**config.mk**
```make
export PLATFORM = sky130hd
export DESIGN_NAME = pipe_hazard_ctrl
export DESIGN_NICKNAME = d
export VERILOG_FILES = /design/src/rtl/pipe_pkg.sv /design/src/rtl/hazard_detect.sv /design/src/rtl/pipe_hazard_ctrl.sv
export SDC_FILE = /design/constraint.sdc
export NUM_CORES = 1
export LEC_CHECK = 0
export CAP_MARGIN = 20
export CORE_MARGIN = 5
export CORE_UTILIZATION = 41
export CTS_BUF_LIST = sky130_fd_sc_hd__clkbuf_4
export DETAILED_ROUTE_END_ITERATION = 7
export GPL_TIMING_DRIVEN = 0
export PLACE_DENSITY = 0.82
export SYNTH_ARGS = -nofsm -noshare
export SYNTH_HDL_FRONTEND = slang
export SYNTH_SLANG_ARGS = --single-unit
```
**constraint.sdc**
```tcl
create_clock -name clock -period 2.8 [get_ports clock]
set_input_delay 0.56 -clock clock [delete_from_list [all_inputs] [get_ports clock]]
set_output_delay 0.56 -clock clock [all_outputs]
set_load 0.02 [all_outputs]
```
**src/rtl/pipe_pkg.sv**
```systemverilog
// Shared encodings for the 5-stage core sequencing logic.
// State codes, MIPS field layout and opcodes.
package pipe_pkg;

  typedef enum logic [1:0] {
    RUN        = 2'd0,
    LOAD_STALL = 2'd1,
    MEM_WAIT   = 2'd2
  } state_t;

  localparam int OP_LO = 26;
  localparam int RS_LO = 21;
  localparam int RT_LO = 16;
  localparam int RD_LO = 11;

  localparam logic [5:0] OP_RTYPE = 6'b000000;
  localparam logic [5:0] OP_BEQ   = 6'b000100;
  localparam logic [5:0] OP_BNE   = 6'b000101;
  localparam logic [5:0] OP_SW    = 6'b101011;
  localparam logic [5:0] OP_LW    = 6'b100011;

  typedef struct packed {
    logic [5:0]  op;
    logic [4:0]  rs;
    logic [4:0]  rt;
    logic [4:0]  rd;
    logic [10:0] low;
  } fields_t;

  function automatic fields_t decode(input logic [31:0] instr);
    return fields_t'(instr);
  endfunction

  function automatic logic uses_rt(input logic [5:0] op);
    return (op == OP_RTYPE) || (op == OP_BEQ) ||
           (op == OP_BNE) || (op == OP_SW);
  endfunction

endpackage

```
**src/rtl/hazard_detect.sv**
```systemverilog
// Load-use detector between the ID instruction and ID/EX contents.
// Purely combinational.
module hazard_detect
  import pipe_pkg::*;
(
  input  logic [31:0] id_instr,
  input  logic [31:0] ex_instr,
  input  logic        ex_reg_write,
  input  logic        ex_reg_dst,
  input  logic        ex_mem_reg_dst,
  output logic        load_use
);

  fields_t    id_f;
  fields_t    ex_f;
  logic [4:0] ex_dest;
  logic       hit_rs;
  logic       hit_rt;

  assign id_f    = decode(id_instr);
  assign ex_f    = decode(ex_instr);
  assign ex_dest = ex_reg_dst ? ex_f.rd : ex_f.rt;
  assign hit_rs  = (ex_dest == id_f.rs);
  assign hit_rt  = uses_rt(id_f.op) && (ex_dest == id_f.rt);

  assign load_use = ex_reg_write && ex_mem_reg_dst &&
                    (ex_dest != 5'd0) && (hit_rs || hit_rt);

endmodule

```
**src/rtl/pipe_hazard_ctrl.sv**
```systemverilog
// Pipeline sequencing: load-use stalls, branch flushes, memory freeze,
// wait watchdog and saturating debug counters.
module pipe_hazard_ctrl
  import pipe_pkg::*;
#(
  parameter int CNT_W    = 16,
  parameter int WAIT_MAX = 64
) (
  input  logic             clock,
  input  logic             reset,
  input  logic [31:0]      id_instr,
  input  logic [31:0]      ex_instr,
  input  logic             ex_reg_write,
  input  logic             ex_reg_dst,
  input  logic             ex_mem_reg_dst,
  input  logic             branch_taken,
  input  logic             mem_busy,
  output logic             pc_en,
  output logic             if_id_en,
  output logic             if_id_flush,
  output logic             id_ex_en,
  output logic             id_ex_bubble,
  output logic             ex_mem_en,
  output logic [1:0]       state_o,
  output logic [CNT_W-1:0] stall_count,
  output logic [CNT_W-1:0] flush_count,
  output logic             mem_timeout
);

  localparam int WW = (WAIT_MAX > 2) ? $clog2(WAIT_MAX) : 1;
  localparam logic [WW-1:0] WAIT_LAST = WW'(WAIT_MAX - 1);
  localparam logic [CNT_W-1:0] CNT_MAX = '1;

  state_t          state_q, state_d;
  logic [WW-1:0]   wait_q, wait_d;
  logic            load_use;
  logic            valid_st;
  logic            run_eval;
  logic            freeze;
  logic            do_flush;
  logic            do_stall;
  logic            to_set;

  hazard_detect u_hd (
    .id_instr       (id_instr),
    .ex_instr       (ex_instr),
    .ex_reg_write   (ex_reg_write),
    .ex_reg_dst     (ex_reg_dst),
    .ex_mem_reg_dst (ex_mem_reg_dst),
    .load_use       (load_use)
  );

  // LOAD_STALL never evaluates hazards: the bubble is already in EX.
  assign valid_st = (state_q == RUN) || (state_q == LOAD_STALL) ||
                    (state_q == MEM_WAIT);
  assign run_eval = (state_q == RUN) || (state_q == MEM_WAIT);
  assign freeze   = valid_st && mem_busy;
  assign do_flush = run_eval && !mem_busy && branch_taken;
  assign do_stall = run_eval && !mem_busy && !branch_taken && load_use;
  assign to_set   = (state_q == MEM_WAIT) && mem_busy &&
                    (wait_q == WAIT_LAST);

  always_ff @(posedge clock or negedge reset) begin
    if (!reset) begin
      state_q     <= RUN;
      wait_q      <= '0;
      stall_count <= '0;
      flush_count <= '0;
      mem_timeout <= 1'b0;
    end else begin
      state_q <= state_d;
      wait_q  <= wait_d;
      if ((freeze || do_stall) && stall_count != CNT_MAX)
        stall_count <= stall_count + 1'b1;
      if (do_flush && flush_count != CNT_MAX)
        flush_count <= flush_count + 1'b1;
      if (to_set)
        mem_timeout <= 1'b1;
    end
  end

  always_comb begin
    state_d = RUN;
    wait_d  = '0;
    unique case (1'b1)
      freeze:   state_d = MEM_WAIT;
      do_stall: state_d = LOAD_STALL;
      default:  state_d = RUN;
    endcase
    if (state_q == MEM_WAIT && mem_busy && wait_q != WAIT_LAST)
      wait_d = wait_q + 1'b1;
    else if (state_q == MEM_WAIT && mem_busy)
      wait_d = wait_q;
  end

  always_comb begin
    pc_en        = 1'b1;
    if_id_en     = 1'b1;
    if_id_flush  = 1'b0;
    id_ex_en     = 1'b1;
    id_ex_bubble = 1'b0;
    ex_mem_en    = 1'b1;
    if (!reset) begin
      pc_en        = 1'b0;
      if_id_en     = 1'b0;
      if_id_flush  = 1'b1;
      id_ex_en     = 1'b0;
      id_ex_bubble = 1'b1;
      ex_mem_en    = 1'b0;
    end else begin
      unique case (1'b1)
        freeze: begin
          pc_en     = 1'b0;
          if_id_en  = 1'b0;
          id_ex_en  = 1'b0;
          ex_mem_en = 1'b0;
        end
        do_flush: begin
          if_id_flush  = 1'b1;
          id_ex_bubble = 1'b1;
        end
        do_stall: begin
          pc_en        = 1'b0;
          if_id_en     = 1'b0;
          id_ex_bubble = 1'b1;
        end
        default: ;
      endcase
    end
  end

  assign state_o = state_q;

endmodule

```
==> results.md <==
* CP max-delay cell: or4_4
* # nets final at 365
* Die area at 6940 sq um
* CTS buffer count at 5
* Synthesized cell area at 2200 sq um
* Yosys top cell by area: dfrtp_1
* # H-tree levels at 2
* Seq. cell area at 1030 sq um
* Non-Filler Instances at 362
* Avg Cell Area, Syn at 10.7 sq um
* Clk_skew at 7.70 ps
* DR WL/cell at 14.7 microns
* Sequential area share after synthesis at 46.6%
* Global route overflow at 0
* Synth top area share at 46.6%
* FILL cells at 435
* PD cells at 550 nW/um^2
* GP Congestion at 0.775
* Net Count, Synth at 280
* Worst path arrival time at 2250 ps
* Part of the cycle the worst path needs at 100%
* #FFs+latches synth at 41
* CP max FO at 4
* Max Slew Vio Count at 0
* RR Startpoint: stall_count[7]
* Final hold viol count at 0
* Crit path launch type: input pin
* Clk buf depth at 2
* Post-Route WL at 5330 microns
* Die Height at 83.3 microns
* CP peak stage delay at 540 ps
* Crit path time final at 2810 ps
* Final setup vio count at 1
* CTS tree: yes
* First-pass GRT wire length at 8960 microns
* Yosys warns at 0
* FP Rows at 26
* CORE AREA at 5170 sq um
* DP Area at 3030 sq um
* Most frequent cells in the layout: clkdlybuf4s50_1, dfrtp_1, xnor2_1
* Worst-path clk slew at 120 ps
* Run status: complete, but fails checks
* Port Buf Inserts at 72
* GRT Overall Usage at 15.7%
* Post-Syn Instances at 206
* Drt first pass iters at 4
* DR DRC count at 0
* Pin count of the biggest net entering global routing at 27
* Share of cells above drive strength 1 at 18.8%
* R2R depth at 7
* Worst min-delay path category: input pin to async pin
* Clk sink count at 41
* Leakage at 1.39 nW
* Fmax achieved at 356 MHz
* Commonest non-fill, non-tap cell in the layout: clkdlybuf4s50_1
* Multi-input logic area at 1260 sq um
* Initial antenna violation count at 0
* Initial core utilization at 42.6%
* CP Class: input pin to output pin
* Crit path required time at 2240 ps
* Actual slew at the worst max-slew pin at 518 ps
* Crit end category: output pin
* Failing checks: negative setup slack
* Slew headroom at 65.0%
* Hold_ws at 149 ps
* Number of diodes at 0
* Placed insts at 349
* Syn-to-layout area delta at 48.0%
* Vias in the first global route at 1952
* RSZ-0062 raised after global routing: true
* Max Cap Violations at 0
* Synth unique cells at 44
* Peak VDD IR at 0.000218 V
* Vias per inst at 5.15
* Die Width at 83.3 microns
* CP startpoint: id_instr[27]
* Clock root cell: clkbuf_4
* Drt initial violations at 74
* Critical path, cell by cell: clkbuf_2, or4_4, a2111oi_4, and2_4, o21ai_4, and2_4, buf_6, buf_6
* Final worst setup slack at -7.38 ps
* Worst-Skew Late Latency at 330 ps
* Synth top area cells: dfrtp_1, xnor2_1, nand3_1
* Design area at 3260 sq um
* Post-detail-place hpwl at 4130 microns
* Vias at 1863
* I/O pins at 112
* Antenna viol nets, final at 0
==> cell usage after synthesis, drive strengths merged <==
library cell  instances
dfrtp                41
xnor2                34
nand2                17
nand3                16
and3                  9
nand4                 8
nor2                  8
nor3                  8
mux2i                 6
xor2                  6
nand3b                5
and2                  4
buf                   4
mux2                  4
nor3b                 4
ha                    3
a21oi                 2
a31oi                 2
and4                  2
nand2b                2
nor2b                 2
o21ai                 2
or4                   2
a2111oi               1
a211oi                1
a21boi                1
a21o                  1
clkbuf                1
inv                   1
nand4b                1
nor4b                 1
o21a                  1
o21bai                1
o311a                 1
o311ai                1
o31ai                 1
or3                   1
or4b                  1
==> repair_timing <==
| item | 4_1_cts | 5_1_grt |
|---|---|---|
| setup endpoints to repair | 4 | 4 |
| gates resized for setup | 53 | 20 |
| hold buffers | 0 | 0 |
| gates cloned | 0 | 0 |
| pin swaps | 7 | 11 |
| buffers inserted | 3 | 2 |
==> flip-flops by register name (all words and copies together) (netlist names) <==
| name | cells |
|---|---|
| mem_timeout | 1 |
| state_o | 2 |
| flush_count | 16 |
| stall_count | 16 |
| wait_q | 6 |
==> power breakdown <==
part / total [mW] / internal [mW] / switching [mW]
registers: 0.799 / 0.684 / 0.115
clock network: 0.379 / 0.196 / 0.184
logic: 0.614 / 0.327 / 0.287
==> area by class of cell <==
type,count,share of cell area [%]
clock inverters,2,1.04
repair buffers,78,23.1
well taps,70,2.69
clock buffers,6,1.38
flip-flops and latches,41,31.5
plain buffers,5,1.38
multi-input cells,159,38.8
inverters,1,0.115
==> path summary, 6_finish.rpt <==
| check | slack, ps | end |
|---|---|---|
| max | -7 | pc_en |
| min | 150 | stall_count[3] |
| max reg2reg | 670 | stall_count[1] |
| min reg2reg | 490 | mem_timeout |
| max in group asynchronous | 2180 | flush_count[1] |
| min in group clock | 490 | mem_timeout |
==> metal layers <==
layer,vias up,global-route usage [%],wire length (microns)
met1,903,16.9,2120
met3,8,4.75,290
met5,-,0,0
met2,51,28.6,2820
met4,0,6.09,98
li1,901,-,-
==> worst max-delay path, delay by kind of cell <==
family | cells | cell delay, ps
compound gates | 2 | 430
buf+inv | 3 | 330
simple gates | 3 | 930
==> logic make-up after synthesis <==
kind of cell    after synthesis  synth area share, %
compound gates               15                 5.06
xor+xnor                     40                 15.9
fa+ha+maj                     3                 1.70
buf+inv                       6                 2.04
flops                        41                 46.6
mux                          10                 4.94
simple gates                 91                 23.7
==> per-stage QoR <==
stage / TNS (ps) / setup slack [ps] / utilization, % / total power [mW]
after global placement: -7360 / -1430 / 58.2 / 1.39
after detailed placement: -3830 / -990 / 58.5 / 1.41
after global routing: -67.9 / -64.3 / 63.0 / 1.90
after floorplan: 0 / 90.8 / - / 1.10
final: -7.38 / -7.38 / 63.0 / 1.79
after CTS: -63.8 / -63.8 / 61.9 / 1.80
No activity file was read; power rests on OpenSTA's default activity.
